### src/rtl/alu_pkg.sv
// alu_pkg: opcode encodings and FSM state type shared by the execute-stage ALU
package alu_pkg;
  localparam logic [2:0] ALU_AND = 3'b000;
  localparam logic [2:0] ALU_OR  = 3'b001;
  localparam logic [2:0] ALU_ADD = 3'b010;
  localparam logic [2:0] ALU_MUL = 3'b011;
  localparam logic [2:0] ALU_NOR = 3'b100;
  localparam logic [2:0] ALU_RSV = 3'b101;
  localparam logic [2:0] ALU_SUB = 3'b110;
  localparam logic [2:0] ALU_SLT = 3'b111;
  typedef enum logic {IDLE, BUSY} alu_state_t;
endpackage

### src/rtl/alu_exec_unit_if.sv
// alu_exec_unit_if: operand/result handshake bundle; master drives in_valid/op/a/b/out_ready, slave drives in_ready/out_valid/result/zero/overflow
interface alu_exec_unit_if #(parameter int WIDTH = 32);
  logic in_valid, in_ready, out_valid, out_ready, zero, overflow;
  logic [2:0] op;
  logic [WIDTH-1:0] a, b, result;
  modport master(output in_valid, op, a, b, out_ready, input in_ready, out_valid, result, zero, overflow);
  modport slave(input in_valid, op, a, b, out_ready, output in_ready, out_valid, result, zero, overflow);
endinterface

### src/rtl/alu_mul_iter.sv
// alu_mul_iter: shift-add multiplier (clk, rst, start, a, b -> done pulse, low WIDTH bits of product); bit 0 is folded into the start cycle so done rises WIDTH-1 cycles after start
module alu_mul_iter #(
  parameter int WIDTH = 32,
  parameter int CNT_W = $clog2(WIDTH) + 1
) (
  input  logic             clk,
  input  logic             rst,
  input  logic             start,
  input  logic [WIDTH-1:0] a,
  input  logic [WIDTH-1:0] b,
  output logic             done,
  output logic [WIDTH-1:0] product
);
  logic [WIDTH-1:0] acc_q, acc_d, mcand_q, mcand_d, mplier_q, mplier_d;
  logic [CNT_W-1:0] cnt_q, cnt_d;
  logic busy_q, busy_d;
  always_comb begin
    acc_d = acc_q;
    mcand_d = mcand_q;
    mplier_d = mplier_q;
    cnt_d = cnt_q;
    busy_d = busy_q;
    done = busy_q && cnt_q == CNT_W'(WIDTH);
    if (start) begin
      acc_d = b[0] ? a : '0;
      mcand_d = a << 1;
      mplier_d = b >> 1;
      cnt_d = CNT_W'(1);
      busy_d = 1'b1;
    end else if (done) begin
      cnt_d = '0;
      busy_d = 1'b0;
    end else if (busy_q) begin
      acc_d = acc_q + (mplier_q[0] ? mcand_q : '0);
      mcand_d = mcand_q << 1;
      mplier_d = mplier_q >> 1;
      cnt_d = cnt_q + CNT_W'(1);
    end
  end
  always_ff @(posedge clk) begin
    if (rst) begin
      acc_q <= '0;
      mcand_q <= '0;
      mplier_q <= '0;
      cnt_q <= '0;
      busy_q <= 1'b0;
    end else begin
      acc_q <= acc_d;
      mcand_q <= mcand_d;
      mplier_q <= mplier_d;
      cnt_q <= cnt_d;
      busy_q <= busy_d;
    end
  end
  assign product = acc_q;
endmodule

### src/rtl/alu_exec_unit.sv
// alu_exec_unit: handshaked WIDTH-bit execute ALU (clk, rst, slave bus) with registered result/zero/overflow; ALU_MUL_EN adds the iterative MUL
module alu_exec_unit
  import alu_pkg::*;
#(
  parameter int WIDTH = 32,
  parameter int MUL_CNT_W = $clog2(WIDTH) + 1
) (
  input logic clk,
  input logic rst,
  alu_exec_unit_if.slave bus
);
  logic sub, add_ovf, alu_ovf, fire, done, done_ovf;
  logic [WIDTH-1:0] bb, sum, alu_res, done_res, result_q, result_d;
  logic out_valid_q, out_valid_d, zero_q, zero_d, ovf_q, ovf_d;
  if (WIDTH < 2 || MUL_CNT_W < 1) $error("alu_exec_unit: WIDTH must be >= 2 and MUL_CNT_W >= 1");
  assign fire = bus.in_valid && bus.in_ready;
  always_comb begin
    sub = bus.op == ALU_SUB || bus.op == ALU_SLT;
    bb = sub ? ~bus.b : bus.b;
    sum = bus.a + bb + WIDTH'(sub);
    add_ovf = bus.a[WIDTH-1] == bb[WIDTH-1] && sum[WIDTH-1] != bus.a[WIDTH-1];
    alu_ovf = (bus.op == ALU_ADD || bus.op == ALU_SUB) && add_ovf;
    alu_res = bus.op == ALU_AND ? bus.a & bus.b :
              bus.op == ALU_OR  ? bus.a | bus.b :
              bus.op == ALU_NOR ? ~(bus.a | bus.b) :
              (bus.op == ALU_ADD || bus.op == ALU_SUB) ? sum :
              bus.op == ALU_SLT ? WIDTH'(sum[WIDTH-1] ^ add_ovf) : '0;
  end
`ifdef ALU_MUL_EN
  alu_state_t state_q, state_d;
  logic mul_start, mul_done;
  logic [WIDTH-1:0] product;
  assign bus.in_ready = state_q == IDLE && (!out_valid_q || bus.out_ready) && !rst;
  assign mul_start = fire && bus.op == ALU_MUL;
  alu_mul_iter #(.WIDTH(WIDTH), .CNT_W(MUL_CNT_W)) u_mul (
    .clk(clk), .rst(rst), .start(mul_start), .a(bus.a), .b(bus.b), .done(mul_done), .product(product)
  );
  always_comb begin
    state_d = mul_start ? BUSY : mul_done ? IDLE : state_q;
    done = (fire && !mul_start) || mul_done;
    done_res = mul_done ? product : alu_res;
    done_ovf = !mul_done && alu_ovf;
  end
  always_ff @(posedge clk) state_q <= rst ? IDLE : state_d;
`else
  assign bus.in_ready = !out_valid_q || bus.out_ready;
  always_comb begin
    done = fire;
    done_res = alu_res;
    done_ovf = alu_ovf;
  end
`endif
  always_comb begin
    result_d = done ? done_res : result_q;
    zero_d = done ? done_res == '0 : zero_q;
    ovf_d = done ? done_ovf : ovf_q;
    out_valid_d = done || (out_valid_q && !bus.out_ready);
  end
  always_ff @(posedge clk) begin
    if (rst) begin
      result_q <= '0;
      zero_q <= 1'b0;
      ovf_q <= 1'b0;
      out_valid_q <= 1'b0;
    end else begin
      result_q <= result_d;
      zero_q <= zero_d;
      ovf_q <= ovf_d;
      out_valid_q <= out_valid_d;
    end
  end
  assign bus.result = result_q;
  assign bus.zero = zero_q;
  assign bus.overflow = ovf_q;
  assign bus.out_valid = out_valid_q;
endmodule

### src/flat_wrapper.sv
// flat-port wrapper written by rule: the top's interface ports become plain ports
module alu_exec_unit_flat import alu_pkg::*;
#(
  parameter int WIDTH = 32,
  parameter int MUL_CNT_W = $clog2(WIDTH) + 1
)
  (clk, rst, bus_in_valid, bus_op, bus_a, bus_b, bus_out_ready, bus_in_ready, bus_out_valid, bus_result, bus_zero, bus_overflow);
  alu_exec_unit_if #(.WIDTH(WIDTH)) bus_i ();
  input logic clk;
  input logic rst;
  input wire logic [$bits(bus_i.in_valid)-1:0] bus_in_valid;
  input wire logic [$bits(bus_i.op)-1:0] bus_op;
  input wire logic [$bits(bus_i.a)-1:0] bus_a;
  input wire logic [$bits(bus_i.b)-1:0] bus_b;
  input wire logic [$bits(bus_i.out_ready)-1:0] bus_out_ready;
  output wire logic [$bits(bus_i.in_ready)-1:0] bus_in_ready;
  output wire logic [$bits(bus_i.out_valid)-1:0] bus_out_valid;
  output wire logic [$bits(bus_i.result)-1:0] bus_result;
  output wire logic [$bits(bus_i.zero)-1:0] bus_zero;
  output wire logic [$bits(bus_i.overflow)-1:0] bus_overflow;
  assign bus_i.in_valid = bus_in_valid;
  assign bus_i.op = bus_op;
  assign bus_i.a = bus_a;
  assign bus_i.b = bus_b;
  assign bus_i.out_ready = bus_out_ready;
  assign bus_in_ready = bus_i.in_ready;
  assign bus_out_valid = bus_i.out_valid;
  assign bus_result = bus_i.result;
  assign bus_zero = bus_i.zero;
  assign bus_overflow = bus_i.overflow;
  alu_exec_unit #(.WIDTH(WIDTH), .MUL_CNT_W(MUL_CNT_W)) u_core (.clk(clk), .rst(rst), .bus(bus_i));
endmodule
### config.mk
export PLATFORM = sky130hd
export DESIGN_NAME = alu_exec_unit_flat
export DESIGN_NICKNAME = d
export VERILOG_FILES = /design/src/rtl/alu_pkg.sv /design/src/rtl/alu_exec_unit_if.sv /design/src/rtl/alu_mul_iter.sv /design/src/rtl/alu_exec_unit.sv /design/src/flat_wrapper.sv
export SDC_FILE = /design/constraint.sdc
export NUM_CORES = 1
export LEC_CHECK = 0
export CAP_MARGIN = 20
export CORE_MARGIN = 3
export CORE_UTILIZATION = 40
export DETAILED_ROUTE_END_ITERATION = 16
export GPL_ROUTABILITY_DRIVEN = 0
export PLACE_DENSITY = 0.65
export REMOVE_ABC_BUFFERS = 1
export SLEW_MARGIN = 20
export SYNTH_ARGS = -nofsm -noshare
export SYNTH_HDL_FRONTEND = slang
export SYNTH_HIERARCHICAL = 1
export SYNTH_SLANG_ARGS = --single-unit
### constraint.sdc
create_clock -name clk -period 5 [get_ports clk]
set_clock_uncertainty 0.2 [all_clocks]
set_input_delay 1 -clock clk [delete_from_list [all_inputs] [get_ports clk]]
set_output_delay 1 -clock clk [all_outputs]
set_load 0.05 [all_outputs]
==> results.py <==
metrics = {
    "yosys": {
        "seq_area_frac_synth_pct": 14.7,
        "yosysTopAreaCellShare_pct": 14.7,
        "yosysUniqueCellTypes": 73,
        "ys_ff_latch": 35,
        "async_reset_ff_share_pct": 0,
        "synth.most_common_cell": "nor2_1",
        "synthTopCellsByCount": "67 x nor2_1, 56 x nand2_1, 53 x a21oi_1, 41 x xnor2_1, 35 x dfxtp_1",
        "synthCells": 658,
        "synth.area.top_cells": "dfxtp_1 15%, ha_1 8.6%, xnor2_1 7.5%",
        "synthesis.area_mm2": 0.00477,
        "synth_top_area_cell": "dfxtp_1",
        "synth_edf_count": 0,
        "ys.flop_type": "dfxtp_1",
        "yosys_warnings": 6,
        "syn_area_per_cell_um2": 7.26,
    },
    "worst_setup_path": {
        "crit_required_ns": 5.00,
        "crit_fanout": 6,
        "reg2reg_slack_ns": 3.10,
        "cp_top_family": "compound AO/OA/AOI/OAI gates",
        "worstRegToRegCells": 6,
        "timing.rr.start": "u_core/bus.out_valid",
        "cp_num_buf_inv": 3,
        "critPathMaxStageDelay_ns": 0.53,
        "critPathSlowestCell": "clkdlybuf4s50_1",
        "reg2reg_to": "u_core/bus.result[15]",
        "end_kind": "flop",
        "setup.worst_path.start_class": "input pin",
        "worstPathCellList": "clkdlybuf4s50_1 > nand2_2 > buf_4 > xnor2_1 > ha_1 > nor2b_1 > o31a_1 > o21a_1 > o41ai_4 > buf_4 > xnor2_1 > a22oi_2 > nand3_2 > nor4_4 > nand4_1 > o31ai_2",
        "critical_path_class": "input pin to flop",
        "worstPathArrival_ns": 4.82,
    },
    "grt": {
        "antenna_found_initial": 0,
        "grt_max_degree": 54,
        "grt-ovfl-total": 0,
        "grt_pass1_vias": 5361,
        "globalRouteTotalUtil_pct": 24.8,
        "grt_first_pass_wirelength_mm": 26.7,
    },
    "timing": {
        "worst_slew_margin_rel_pct": 46.8,
        "tightest_slew_ns": 0.797,
        "timing.final.crit_share_pct": 96.5,
        "post-route-min-period_ns": 4.82,
        "setup_ws_ns": 0.176,
        "setup_violations": 0,
        "clock.fmax_mhz": 207,
        "hold_violations": 0,
        "maxSlewViolCount": 0,
        "tns_ns": 0,
        "hold_ws_ns": 0.252,
    },
    "hold_path": {
        "hold_depth": 2,
        "holdCritPathClass": "flop to flop",
        "hold_end": "u_core/bus.result[26]",
        "min_from": "u_core/bus.result[26]",
    },
    "placed_design": {
        "place_hpwl_mm": 12.8,
        "place_ws_ns": -0.214,
        "post-place-cells": 910,
        "port-buffer-count": 106,
    },
    "floorplan": {
        "die_area_mm2": 0.0133,
        "start_util_pct": 41.3,
        "core_area_mm2": 0.0116,
        "io_pins": 107,
        "die_w_um": 115,
        "die_h_um": 115,
        "rows": 39,
    },
    "drt": {
        "drtIter0Drc": 375,
        "wirelength_mm": 16.5,
        "drt_first_pass_iters": 5,
        "vias": 5488,
        "via_per_inst": 5.97,
        "route.detailed.drc": 0,
        "postRouteAntennaNets": 0,
        "drt-wirelength-per-cell_um": 18.0,
    },
    "clock_network": {
        "clock-root-buffer": "clkbuf_16",
        "cts_tree": "yes",
        "cts_buffer_depth": 2,
        "clkTransAtPathRegs_ns": 0.06,
        "htree_levels": 2,
        "clock_latency_ns": 0.28,
        "numCtsBuffers": 5,
        "hold_buffers": 0,
        "cts.sinks": 35,
    },
    "cells_and_area": {
        "antenna_cells": 0,
        "fillers": 1138,
        "final_nets": 880,
        "layout-drive-gt1-share_pct": 11.3,
        "area_growth_pct": 35.1,
        "fin_cells": 919,
    },
    "pwr": {
        "powerDensity_mw_per_mm2": 244,
        "irDropWorstVdd_v": 0.000121,
        "p_leak_nw": 2.44,
    },
    "status": {
        "status": "complete, no violations",
    },
    "run": {
        "cap_violations": 0,
    },
}
-- worst reg2reg max path, delay by kind of cell, from the launching register on --
family          cells  cell delay, ns
buf+inv             1            0.47
compound gates      2            0.42
flops               1            0.31
simple gates        3            0.38
-- cells in the final DEF (no fill, tap or decap), drive strengths merged, types with 30 or more instances in the layout --
master and count:
nor2 68, nand2 56, buf 54, ha 33
xnor2 41, a21oi 55, dfxtp 35, clkdlybuf4s50 105
nor3 33, o21ai 30
-- area by class of cell --
cell class                      instances  area [µm²]  share of cell area [%]
Timing Repair Buffer                  160        1490                    23.2
Inverter                               14        52.6                   0.815
Sequential cell                        35         701                    10.9
Tap cell                              143         179                    2.77
Multi-Input combinational cell        559        3850                    59.8
Clock buffer                            5         125                    1.94
Clock inverter                          3        43.8                   0.679
-- power breakdown --
part | switching (mW) | internal (mW)
clock | 0.138 | 0.236
combinational | 0.508 | 0.382
sequential | 0.0113 | 0.301
total | 0.657 | 0.919
-- through the flow --
stage	util, %	power, mW	area (µm²)
global route	55.8	1.68	6450
CTS	55.4	1.57	6400
floorplan	-	0.864	4570
global placement	53.9	1.18	6230
detailed placement	53.9	1.18	6230
finish	55.8	1.58	6450
-- routing by layer --
| metal | GRT usage [%] | up-vias | share of wire (%) |
|---|---|---|---|
| met1 | 32.3 | 2530 | 44 |
| met4 | 7.04 | 0 | 1.7 |
| met2 | 42.6 | 218 | 48 |
| met3 | 3.26 | 26 | 6.6 |
| met5 | 0 | - | 0 |
| li1 | - | 2714 | - |
-- state kept, by name, summed over array words and instances (netlist names) --
register / count
u_core/bus.result: 32
u_core/bus.out_valid: 1
u_core/bus.overflow: 1
u_core/bus.zero: 1
-- logic make-up (layout without fill, tap and decap cells) --
family | count (synthesis) | after routing | share of synthesized area (%)
AND/OR/NAND/NOR | 215 | 215 | 21.3
XOR/XNOR | 48 | 48 | 8.80
AO/OA/AOI/OAI | 233 | 233 | 34.7
buffers and inverters | 64 | 182 | 5.42
adder cells (fa/ha/maj) | 61 | 61 | 14.7
multiplexers | 2 | 2 | 0.445
flip-flops | 35 | 35 | 14.7
-- timing repair --
item                                    CTS  global route
endpoints found under the setup margin    0             1
resized for setup                         0             8
buffers inserted                          0             1
-- worst max path at each step --
stage                    from               to  slack [ns]  cells after the start
floorplan           bus_op[2]  u_core/bus.zero        0.12                     14
global placement    bus_op[1]  u_core/bus.zero       -0.06                     16
detailed placement  bus_op[1]  u_core/bus.zero       -0.21                     15
CTS                 bus_op[1]  u_core/bus.zero        0.06                     15
global route        bus_op[2]  u_core/bus.zero      -0.004                     15
finish              bus_op[2]  u_core/bus.zero        0.18                     16
No activity file was read; power rests on OpenSTA's default activity.
